File: config.mk
export PLATFORM = sky130hd
export DESIGN_NAME = ysyx_210238_ram_axi_bridge
export DESIGN_NICKNAME = d
export VERILOG_FILES = /design/src/rtl/ysyx_210238_ram_axi_bridge_pkg.sv /design/src/rtl/ysyx_210238_axi_lane_align.sv /design/src/rtl/ysyx_210238_ram_axi_bridge.sv
export SDC_FILE = /design/constraint.sdc
export NUM_CORES = 1
export LEC_CHECK = 0
export BUFFER_PORTS_ARGS = -buffer_cell sky130_fd_sc_hd__buf_2
export CORE_AREA = 8 8 173 175
export DETAILED_ROUTE_END_ITERATION = 8
export DIE_AREA = 0 0 181 183
export MAX_ROUTING_LAYER = met4
export PLACE_DENSITY = 0.76
export SETUP_SLACK_MARGIN = 0.1
export SKIP_CTS_REPAIR_TIMING = 1
export SYNTH_ARGS = -nofsm -noshare
export SYNTH_HDL_FRONTEND = slang
export SYNTH_SLANG_ARGS = --single-unit
File: constraint.sdc
create_clock -name clk -period 5.4 [get_ports clk]
set_input_delay 0.81 -clock clk [delete_from_list [all_inputs] [get_ports clk]]
set_output_delay 0.81 -clock clk [all_outputs]
set_load 0.02 [all_outputs]
File: src/rtl/ysyx_210238_ram_axi_bridge_pkg.sv
// Shared AXI constants, bridge FSM encodings and small decode helpers.
package ysyx_210238_ram_axi_bridge_pkg;

    localparam logic [1:0] AXI_BURST_INCR = 2'b01;
    localparam logic [1:0] AXI_RESP_OKAY  = 2'b00;

    typedef enum logic [2:0] {
        ST_IDLE = 3'd0,
        ST_AR   = 3'd1,
        ST_R    = 3'd2,
        ST_AWW  = 3'd3,
        ST_B    = 3'd4,
        ST_DONE = 3'd5
    } bridge_state_e;

    // RAM-side size codes above D are treated as D.
    function automatic logic [1:0] clamp_size(input logic [2:0] size);
        return (size > 3'd3) ? 2'd3 : size[1:0];
    endfunction

    // Byte-enable pattern for an LSB-aligned access of the given size.
    function automatic logic [7:0] size_mask(input logic [1:0] size);
        logic [7:0] mask;
        case (size)
            2'd0:    mask = 8'h01;
            2'd1:    mask = 8'h03;
            2'd2:    mask = 8'h0F;
            default: mask = 8'hFF;
        endcase
        return mask;
    endfunction

endpackage

File: src/rtl/ysyx_210238_axi_lane_align.sv
// Byte-lane alignment between the LSB-aligned RAM port and the 64-bit AXI data lanes.
module ysyx_210238_axi_lane_align
    import ysyx_210238_ram_axi_bridge_pkg::*;
(
    input  logic [1:0]  i_size,
    input  logic [2:0]  i_offset,
    input  logic [63:0] i_wdata,
    input  logic [63:0] i_rdata,
    output logic [7:0]  o_strb,
    output logic [63:0] o_wdata,
    output logic [63:0] o_rdata
);

    logic [5:0] w_shamt;

    // Shift strobes/write data up to their lanes and read data down to bit 0;
    // bits pushed past the top of the bus are dropped.
    always_comb begin
        w_shamt = {i_offset, 3'b000};
        o_strb  = size_mask(i_size) << i_offset;
        o_wdata = i_wdata << w_shamt;
        o_rdata = i_rdata >> w_shamt;
    end

endmodule

File: src/rtl/ysyx_210238_ram_axi_bridge.sv
// RAM request port to single-beat AXI4 master bridge, one transaction in flight.
//
// state   | meaning
// IDLE    | waiting for i_ram_valid; request fields captured on accept
// AR      | read address presented until arready
// R       | rready high, waiting for the single read beat
// AWW     | write address and data presented, each drops after its own handshake
// B       | bready high, waiting for the write response
// DONE    | one-cycle completion pulse back to the RAM side
module ysyx_210238_ram_axi_bridge
    import ysyx_210238_ram_axi_bridge_pkg::*;
#(
    parameter int AXI_ADDR_W = 32,
    parameter int AXI_ID_W   = 4,
    parameter int AXI_ID     = 0
) (
    input  logic                  clk,
    input  logic                  rst,
    input  logic [63:0]           i_ram_addr,
    input  logic                  i_ram_wen,
    input  logic                  i_ram_valid,
    input  logic [63:0]           i_ram_wdata,
    input  logic [2:0]            i_ram_size,
    output logic                  o_ram_ready,
    output logic [63:0]           o_ram_rdata,
    output logic                  o_bus_err,
    output logic                  o_axi_aw_valid,
    output logic [AXI_ADDR_W-1:0] o_axi_aw_addr,
    output logic [AXI_ID_W-1:0]   o_axi_aw_id,
    output logic [7:0]            o_axi_aw_len,
    output logic [2:0]            o_axi_aw_size,
    output logic [1:0]            o_axi_aw_burst,
    input  logic                  i_axi_aw_ready,
    output logic                  o_axi_w_valid,
    output logic [63:0]           o_axi_w_data,
    output logic [7:0]            o_axi_w_strb,
    output logic                  o_axi_w_last,
    input  logic                  i_axi_w_ready,
    input  logic                  i_axi_b_valid,
    input  logic [AXI_ID_W-1:0]   i_axi_b_id,
    input  logic [1:0]            i_axi_b_resp,
    output logic                  o_axi_b_ready,
    output logic                  o_axi_ar_valid,
    output logic [AXI_ADDR_W-1:0] o_axi_ar_addr,
    output logic [AXI_ID_W-1:0]   o_axi_ar_id,
    output logic [7:0]            o_axi_ar_len,
    output logic [2:0]            o_axi_ar_size,
    output logic [1:0]            o_axi_ar_burst,
    input  logic                  i_axi_ar_ready,
    input  logic                  i_axi_r_valid,
    input  logic [AXI_ID_W-1:0]   i_axi_r_id,
    input  logic [1:0]            i_axi_r_resp,
    input  logic [63:0]           i_axi_r_data,
    input  logic                  i_axi_r_last,
    output logic                  o_axi_r_ready
);

    bridge_state_e         r_state;
    bridge_state_e         w_state_nxt;
    logic [AXI_ADDR_W-1:0] r_addr;
    logic [1:0]            r_size;
    logic [63:0]           r_wdata;
    logic [7:0]            r_strb;
    logic                  r_aw_done;
    logic                  r_w_done;
    logic                  r_err;
    logic [63:0]           r_ram_rdata;

    logic [2:0]            w_offset;
    logic [7:0]            w_strb_lane;
    logic [63:0]           w_wdata_lane;
    logic [63:0]           w_rdata_lane;
    logic                  w_aw_hs;
    logic                  w_w_hs;
    logic                  w_unused_inputs;

    // IDTs and RLAST carry no information with a single outstanding beat.
    assign w_unused_inputs = ^{i_axi_b_id, i_axi_r_id, i_axi_r_last, i_ram_addr[63:AXI_ADDR_W]};

    // The incoming address sets the write lanes on accept; the held address aligns read data.
    assign w_offset = (r_state == ST_IDLE) ? i_ram_addr[2:0] : r_addr[2:0];

    ysyx_210238_axi_lane_align u_lane_align (
        .i_size  (clamp_size(i_ram_size)),
        .i_offset(w_offset),
        .i_wdata (i_ram_wdata),
        .i_rdata (i_axi_r_data),
        .o_strb  (w_strb_lane),
        .o_wdata (w_wdata_lane),
        .o_rdata (w_rdata_lane)
    );

    // State register.
    always_ff @(posedge clk) begin
        if (rst) r_state <= ST_IDLE;
        else     r_state <= w_state_nxt;
    end

    // Next-state and handshake outputs, decoded from registered state and flags only.
    always_comb begin
        w_state_nxt    = r_state;
        o_axi_ar_valid = 1'b0;
        o_axi_r_ready  = 1'b0;
        o_axi_aw_valid = 1'b0;
        o_axi_w_valid  = 1'b0;
        o_axi_b_ready  = 1'b0;
        o_ram_ready    = 1'b0;
        o_bus_err      = 1'b0;
        w_aw_hs        = 1'b0;
        w_w_hs         = 1'b0;
        case (r_state)
            ST_IDLE: begin
                if (i_ram_valid) w_state_nxt = i_ram_wen ? ST_AWW : ST_AR;
            end
            ST_AR: begin
                o_axi_ar_valid = 1'b1;
                if (i_axi_ar_ready) w_state_nxt = ST_R;
            end
            ST_R: begin
                o_axi_r_ready = 1'b1;
                if (i_axi_r_valid) w_state_nxt = ST_DONE;
            end
            ST_AWW: begin
                o_axi_aw_valid = !r_aw_done;
                o_axi_w_valid  = !r_w_done;
                w_aw_hs        = o_axi_aw_valid & i_axi_aw_ready;
                w_w_hs         = o_axi_w_valid & i_axi_w_ready;
                if ((r_aw_done | w_aw_hs) && (r_w_done | w_w_hs)) w_state_nxt = ST_B;
            end
            ST_B: begin
                o_axi_b_ready = 1'b1;
                if (i_axi_b_valid) w_state_nxt = ST_DONE;
            end
            ST_DONE: begin
                o_ram_ready = 1'b1;
                o_bus_err   = r_err;
                w_state_nxt = ST_IDLE;
            end
            default: w_state_nxt = ST_IDLE;
        endcase
    end

    // Request holding registers, sticky write-channel flags, response capture.
    always_ff @(posedge clk) begin
        if (rst) begin
            r_addr      <= '0;
            r_size      <= '0;
            r_wdata     <= '0;
            r_strb      <= '0;
            r_aw_done   <= 1'b0;
            r_w_done    <= 1'b0;
            r_err       <= 1'b0;
            r_ram_rdata <= '0;
        end else begin
            case (r_state)
                ST_IDLE: begin
                    if (i_ram_valid) begin
                        r_addr    <= i_ram_addr[AXI_ADDR_W-1:0];
                        r_size    <= clamp_size(i_ram_size);
                        r_wdata   <= w_wdata_lane;
                        r_strb    <= w_strb_lane;
                        r_aw_done <= 1'b0;
                        r_w_done  <= 1'b0;
                        r_err     <= 1'b0;
                    end
                end
                ST_R: begin
                    if (i_axi_r_valid) begin
                        r_ram_rdata <= w_rdata_lane;
                        r_err       <= (i_axi_r_resp != AXI_RESP_OKAY);
                    end
                end
                ST_AWW: begin
                    if (w_aw_hs) r_aw_done <= 1'b1;
                    if (w_w_hs)  r_w_done  <= 1'b1;
                end
                ST_B: begin
                    if (i_axi_b_valid) r_err <= (i_axi_b_resp != AXI_RESP_OKAY);
                end
                default: ;
            endcase
        end
    end

    assign o_ram_rdata    = r_ram_rdata;
    assign o_axi_aw_addr  = r_addr;
    assign o_axi_ar_addr  = r_addr;
    assign o_axi_aw_id    = AXI_ID_W'(AXI_ID);
    assign o_axi_ar_id    = AXI_ID_W'(AXI_ID);
    assign o_axi_aw_len   = 8'd0;
    assign o_axi_ar_len   = 8'd0;
    assign o_axi_aw_size  = {1'b0, r_size};
    assign o_axi_ar_size  = {1'b0, r_size};
    assign o_axi_aw_burst = AXI_BURST_INCR;
    assign o_axi_ar_burst = AXI_BURST_INCR;
    assign o_axi_w_data   = r_wdata;
    assign o_axi_w_strb   = r_strb;
    assign o_axi_w_last   = 1'b1;

endmodule

==> results of run 1 <==
-- final cells by class --
type / count / area (sq um)
Multi-Input combinational cell: 867 / 5950
Clock inverter: 12 / 148
Clock buffer: 20 / 467
Antenna cell: 12 / 30.0
Timing Repair Buffer: 407 / 2090
Sequential cell: 176 / 3520
Fill cell: 2738 / 14700
Tap cell: 346 / 433
Inverter: 4 / 15.0
-- cell families (layout without fill, tap and decap cells) --
group                  count (synthesis)  count (layout)  share of synthesized area
muxes                                118             118                      0.161
AOI/OAI and AO/OA                    354             354                      0.235
and+or+nand+nor                      364             364                      0.164
DFF                                  176             176                      0.340
other                                  2              43                   0.000724
buffers and inverters                179             443                     0.0997
-- power groups by stage --
| stage | clock network (mW) | registers [mW] | logic [mW] |
|---|---|---|---|
| floorplan | 0 | 2.10 | 2.10 |
| global route | 1.39 | 1.87 | 3.56 |
| CTS | 1.33 | 1.83 | 3.31 |
| detailed placement | 0 | 1.86 | 3.30 |
| finish | 1.31 | 1.84 | 3.35 |
| global placement | 0 | 1.85 | 3.28 |
-- Yosys cell counts (33+ instances only) --
cell type,count
dfxtp_1,176
nor2_1,145
nand2_1,95
a21oi_1,94
buf_4,74
clkbuf_1,68
mux2_2,56
a22oi_1,47
a211oi_1,43
o21ai_0,43
nor3_1,38
mux4_2,33
-- stage by stage --
stage / hold slack, ns / power, mW
after floorplan: 0.478 / 4.20
after global placement: 0.445 / 5.13
final: 0.466 / 6.49
after CTS: 0.468 / 6.47
after global routing: 0.489 / 6.81
after detailed placement: 0.451 / 5.16
-- worst max-delay path, delay by kind of cell (launching register included) --
kind	cells	cell delay, ns
simple gates	2	0.91
flops	1	0.58
compound gates	1	0.49
mux	2	1.47
-- state kept, by name (all words and copies together), names as in the netlist --
register       count
o_axi_w_strb       8
r_aw_done          1
o_axi_ar_addr     32
o_axi_w_data      64
o_ram_rdata       64
r_w_done           1
r_err              1
r_state            3
r_size             2
-- metal layers --
layer | share of wire | vias to the layer above | GRT usage
li1 | - | 4917 | -
met1 | 0.40 | 5284 | 0.343
met2 | 0.45 | 745 | 0.425
met3 | 0.10 | 111 | 0.0738
met4 | 0.046 | 0 | 0.141
met5 | 0 | - | -
-- final timing paths --
kind | depth (start not counted) | end | startpoint | slack, ns
worst min-delay path | 2 | o_axi_ar_addr[22] | o_axi_ar_addr[22] | 0.47
worst max-delay path | 5 | o_ram_rdata[18] | r_state[2] | 1.77
worst min register to register | 2 | o_axi_ar_addr[22] | o_axi_ar_addr[22] | 0.47
worst max register to register | 5 | o_ram_rdata[18] | r_state[2] | 1.77
==> results_dict.tcl, run 1 <==
set metrics [dict create \
    place_inst 1800 \
    pwr-share-seq 0.283 \
    cp.arrival_ns 3.92 \
    layout_common_cells "385 x buf_2, 176 x dfxtp_1, 145 x nor2_1" \
    ir_drop_uv 315 \
    ys_seq_area_frac 0.340 \
    ys.flop_type "dfxtp_1" \
    final_common_cell "buf_2" \
    syn_inst 1193 \
    fp-row-count 61 \
    avgSynthCellArea_sq_um 8.69 \
    drt_first_pass_iters 5 \
    finalWeightedCongestion 0.960 \
    htreeDepth 4 \
    path_clk_slew_ns 0.07 \
    antenna_found_initial 12 \
    insertion_delay_ns 0.44 \
    netlist_area_sq_um 10400 \
    start_kind "flop" \
    layoutNonFillerInstCount 1844 \
    leakagePower_nw 5.55 \
    post-route-util 0.463 \
    pwr-share-clk 0.201 \
    power.switching_mw 3.02 \
    antenna_left 0 \
    grt_usage 0.281 \
    cp.required_ns 5.69 \
    setup_viol 0 \
    worstSetupPathType "reg -> reg" \
    grt-ovfl-total 0 \
    io_buffers 386 \
    ios 459 \
    clock_skew_ns 0.00896 \
    finalNetCount 1690 \
    tightest_slew_ns 1.08 \
    route.detailed.drc 0 \
    switching_share 0.465 \
    layout_worst_path_cycle_share 0.672 \
    grt_max_degree 66 \
    p_comb_frac 0.516 \
    core_sq_um 27300 \
    cts_num_sinks 176 \
    final_cell_area_sq_um 12700 \
    clk_path_buf_depth 2 \
    fin_crit_ns 3.63 \
    max_freq_ghz 0.275 \
    num_vias 11100 \
    dieArea_sq_um 33100 \
    wire_per_inst_microns 25.8 \
    ys_ff_latch 176 \
    start_util 0.379 \
    drtIter0Drc 1295 \
    slew_violations 0 \
    areaGrowthSynthToFinish_pct 22.0 \
    cts-buffers-inserted 17 \
    powerDensity_nw_per_um2 513 \
    synth.area.top_cells "dfxtp_1 34%, mux4_2 7.2%, mux2_2 6.1%" \
    synth_top_area_frac 0.340 \
    finalWorstSetupSlack_ns 1.77 \
    synthArstFlopShare 0 \
    cts_tree "done" \
    cpPeakStageDelay_ns 0.88 \
    intPower_mw 3.47 \
    yosysTopAreaCell "dfxtp_1" \
    synth_edf_count 0 \
    synth_cell_type_count 65 \
    hp-class "reg -> reg" \
    critPathCaptureType "flop" \
    die_y_microns 183 \
    tns_ns 0 \
    final_layout_size_suffix_gt1_frac 0.369 \
    finalHoldViolCount 0 \
    status "complete, no violations" \
    relSlewSlack 0.258 \
    grt_pass1_vias 10800 \
    wl_microns 47500 \
    viasPerCell 6.00 \
    grt_pass1_wl_microns 69700 \
    pre_cts_slack_ns 1.82 \
    critPathSlowestCell "mux2_4" \
    hpwl_microns 34900 \
    die_x_microns 181 \
    yosys_warnings 0 \
    max_cap_violations 0 \
    rsz0062_at_grt "false" \
    path_cells "nor3_4 -> mux2_4 -> mux4_2 -> a221oi_1 -> nor3_1" \
    placed_cell_area_sq_um 12000 \
    cp_max_fo 57 \
    cts-root-buf "clkbuf_16" \
]
No activity file was read; power rests on OpenSTA's default activity.
==> run 2, diff against run 1 <==
- CORE_AREA: 8 8 173 175 -> unset
- CORE_ASPECT_RATIO: unset -> 0.7
- CORE_MARGIN: unset -> 8
- CORE_UTILIZATION: unset -> 44
- DIE_AREA: 0 0 181 183 -> unset
- PLACE_DENSITY: 0.76 -> 0.87
- clock period: 5.4 -> 3.1 ns (I/O delays scaled with it)
==> run 2 against run 1 <==
Global-route usage increased by 3.0 points. Non-clock buffer count grew 34. Worst hold slack got worse by 0.20 ns. First-iteration DRC count down 0.62%. Clock-buffer cell count decreased by 1. Critical endpoint is now o_ram_rdata[19]. Largest power group unchanged. Highest routed layer unchanged.
==> results_dict.tcl, run 2 (same netlist as run 1, synthesis figures left out) <==
set metrics [dict create \
    status "complete, no violations" \
    fp-row-count 47 \
    antenna_found_initial 5 \
    die_x_microns 199 \
    hp-class "in -> reg" \
    slew_violations 0 \
    relSlewSlack 0.265 \
    rsz0062_at_grt "false" \
    final_common_cell "buf_2" \
    worstSetupPathType "reg -> reg" \
    start_kind "flop" \
    switching_share 0.462 \
    drt_first_pass_iters 8 \
    cts-buffers-inserted 17 \
    cp.arrival_ns 3.01 \
    finalWorstSetupSlack_ns 0.392 \
    max_freq_ghz 0.369 \
    final_cell_area_sq_um 12800 \
    hpwl_microns 34500 \
    io_buffers 386 \
    route.detailed.drc 0 \
    leakagePower_nw 5.70 \
    cts-root-buf "clkbuf_16" \
    grt-ovfl-total 0 \
    grt_pass1_vias 10600 \
    layout_common_cells "385 x buf_2, 176 x dfxtp_1, 145 x nor2_1" \
    areaGrowthSynthToFinish_pct 23.9 \
    max_cap_violations 0 \
    tightest_slew_ns 1.10 \
    insertion_delay_ns 0.43 \
    grt_pass1_wl_microns 66400 \
    tns_ns 0 \
    seq_area_sq_um 3520 \
    dieArea_sq_um 28800 \
    p_comb_frac 0.536 \
    wire_per_inst_microns 25.1 \
    grt_usage 0.311 \
    antenna_left 0 \
    clock_skew_ns 0.0103 \
    final_layout_size_suffix_gt1_frac 0.381 \
    placed_cell_area_sq_um 12300 \
    place_inst 1806 \
    die_y_microns 144 \
    cp_max_fo 23 \
    start_util 0.443 \
    num_vias 11300 \
    clk_path_buf_depth 2 \
    pre_cts_slack_ns 0.434 \
    powerDensity_nw_per_um2 890 \
    cts_num_sinks 176 \
    ios 459 \
    cp.required_ns 3.41 \
    power.switching_mw 5.28 \
    drtIter0Drc 1287 \
    layout_worst_path_cycle_share 0.874 \
    layoutNonFillerInstCount 1842 \
    finalWeightedCongestion 1.02 \
    core_sq_um 23400 \
    multiInputGateArea_sq_um 5940 \
    grt_max_degree 86 \
    wl_microns 46200 \
    cts_tree "done" \
    finalHoldViolCount 0 \
    pwr-share-seq 0.274 \
    n_fill_cell 2170 \
    path_clk_slew_ns 0.07 \
    pwr-share-clk 0.190 \
    intPower_mw 6.16 \
    critPathCaptureType "flop" \
    viasPerCell 6.13 \
    ir_drop_uv 430 \
    fin_crit_ns 2.71 \
    setup_viol 0 \
    htreeDepth 4 \
    finalNetCount 1724 \
]
[run 2: critical path, cell delays in order (launching register included)]
cell      delay, ns
dfxtp_1        0.44
nor3_4         0.50
mux2_4         0.53
mux4_2         0.57
a221oi_1       0.45
nor3_1         0.08
[run 2: final timing paths]
kind | to | slack, ns | cells past startpoint | startpoint
max | o_ram_rdata[19] | 0.39 | 5 | r_state[2]
min | o_axi_ar_addr[25] | 0.27 | 3 | i_ram_addr[25]
max reg2reg | o_ram_rdata[19] | 0.39 | 5 | r_state[2]
min reg2reg | o_axi_w_strb[2] | 0.46 | 2 | o_axi_w_strb[2]
[run 2: layout make-up]
cell class                      instances  share of cell area
Timing Repair Buffer                  441               0.185
Antenna cell                            5            0.000974
Clock buffer                           19              0.0345
Inverter                                4             0.00117
Multi-Input combinational cell        867               0.463
Clock inverter                         12              0.0106
Sequential cell                       176               0.274
Tap cell                              318              0.0310
[run 2: routing by layer]
metal,GRT usage,share of wire,vias to the layer above
li1,-,-,4980
met1,0.399,0.40,5407
met2,0.466,0.45,815
met3,0.103,0.13,89
met4,0.0826,0.022,0
met5,-,0,-
[run 2: per-stage QoR]
stage               power [mW]   util  hold WS (ns)
floorplan                 7.31      -         0.478
global placement          9.08  0.524         0.447
detailed placement        9.16  0.524         0.448
CTS                       11.4  0.548         0.252
global route              12.0  0.549         0.266
finish                    11.4  0.549         0.271
[run 2: power by group through the flow]
stage	Combinational, mW	Sequential [mW]	Clock, mW
floorplan	3.65	3.66	0
global placement	5.93	3.15	0
detailed placement	5.99	3.17	0
CTS	6.03	3.12	2.21
global route	6.50	3.19	2.29
finish	6.13	3.13	2.17
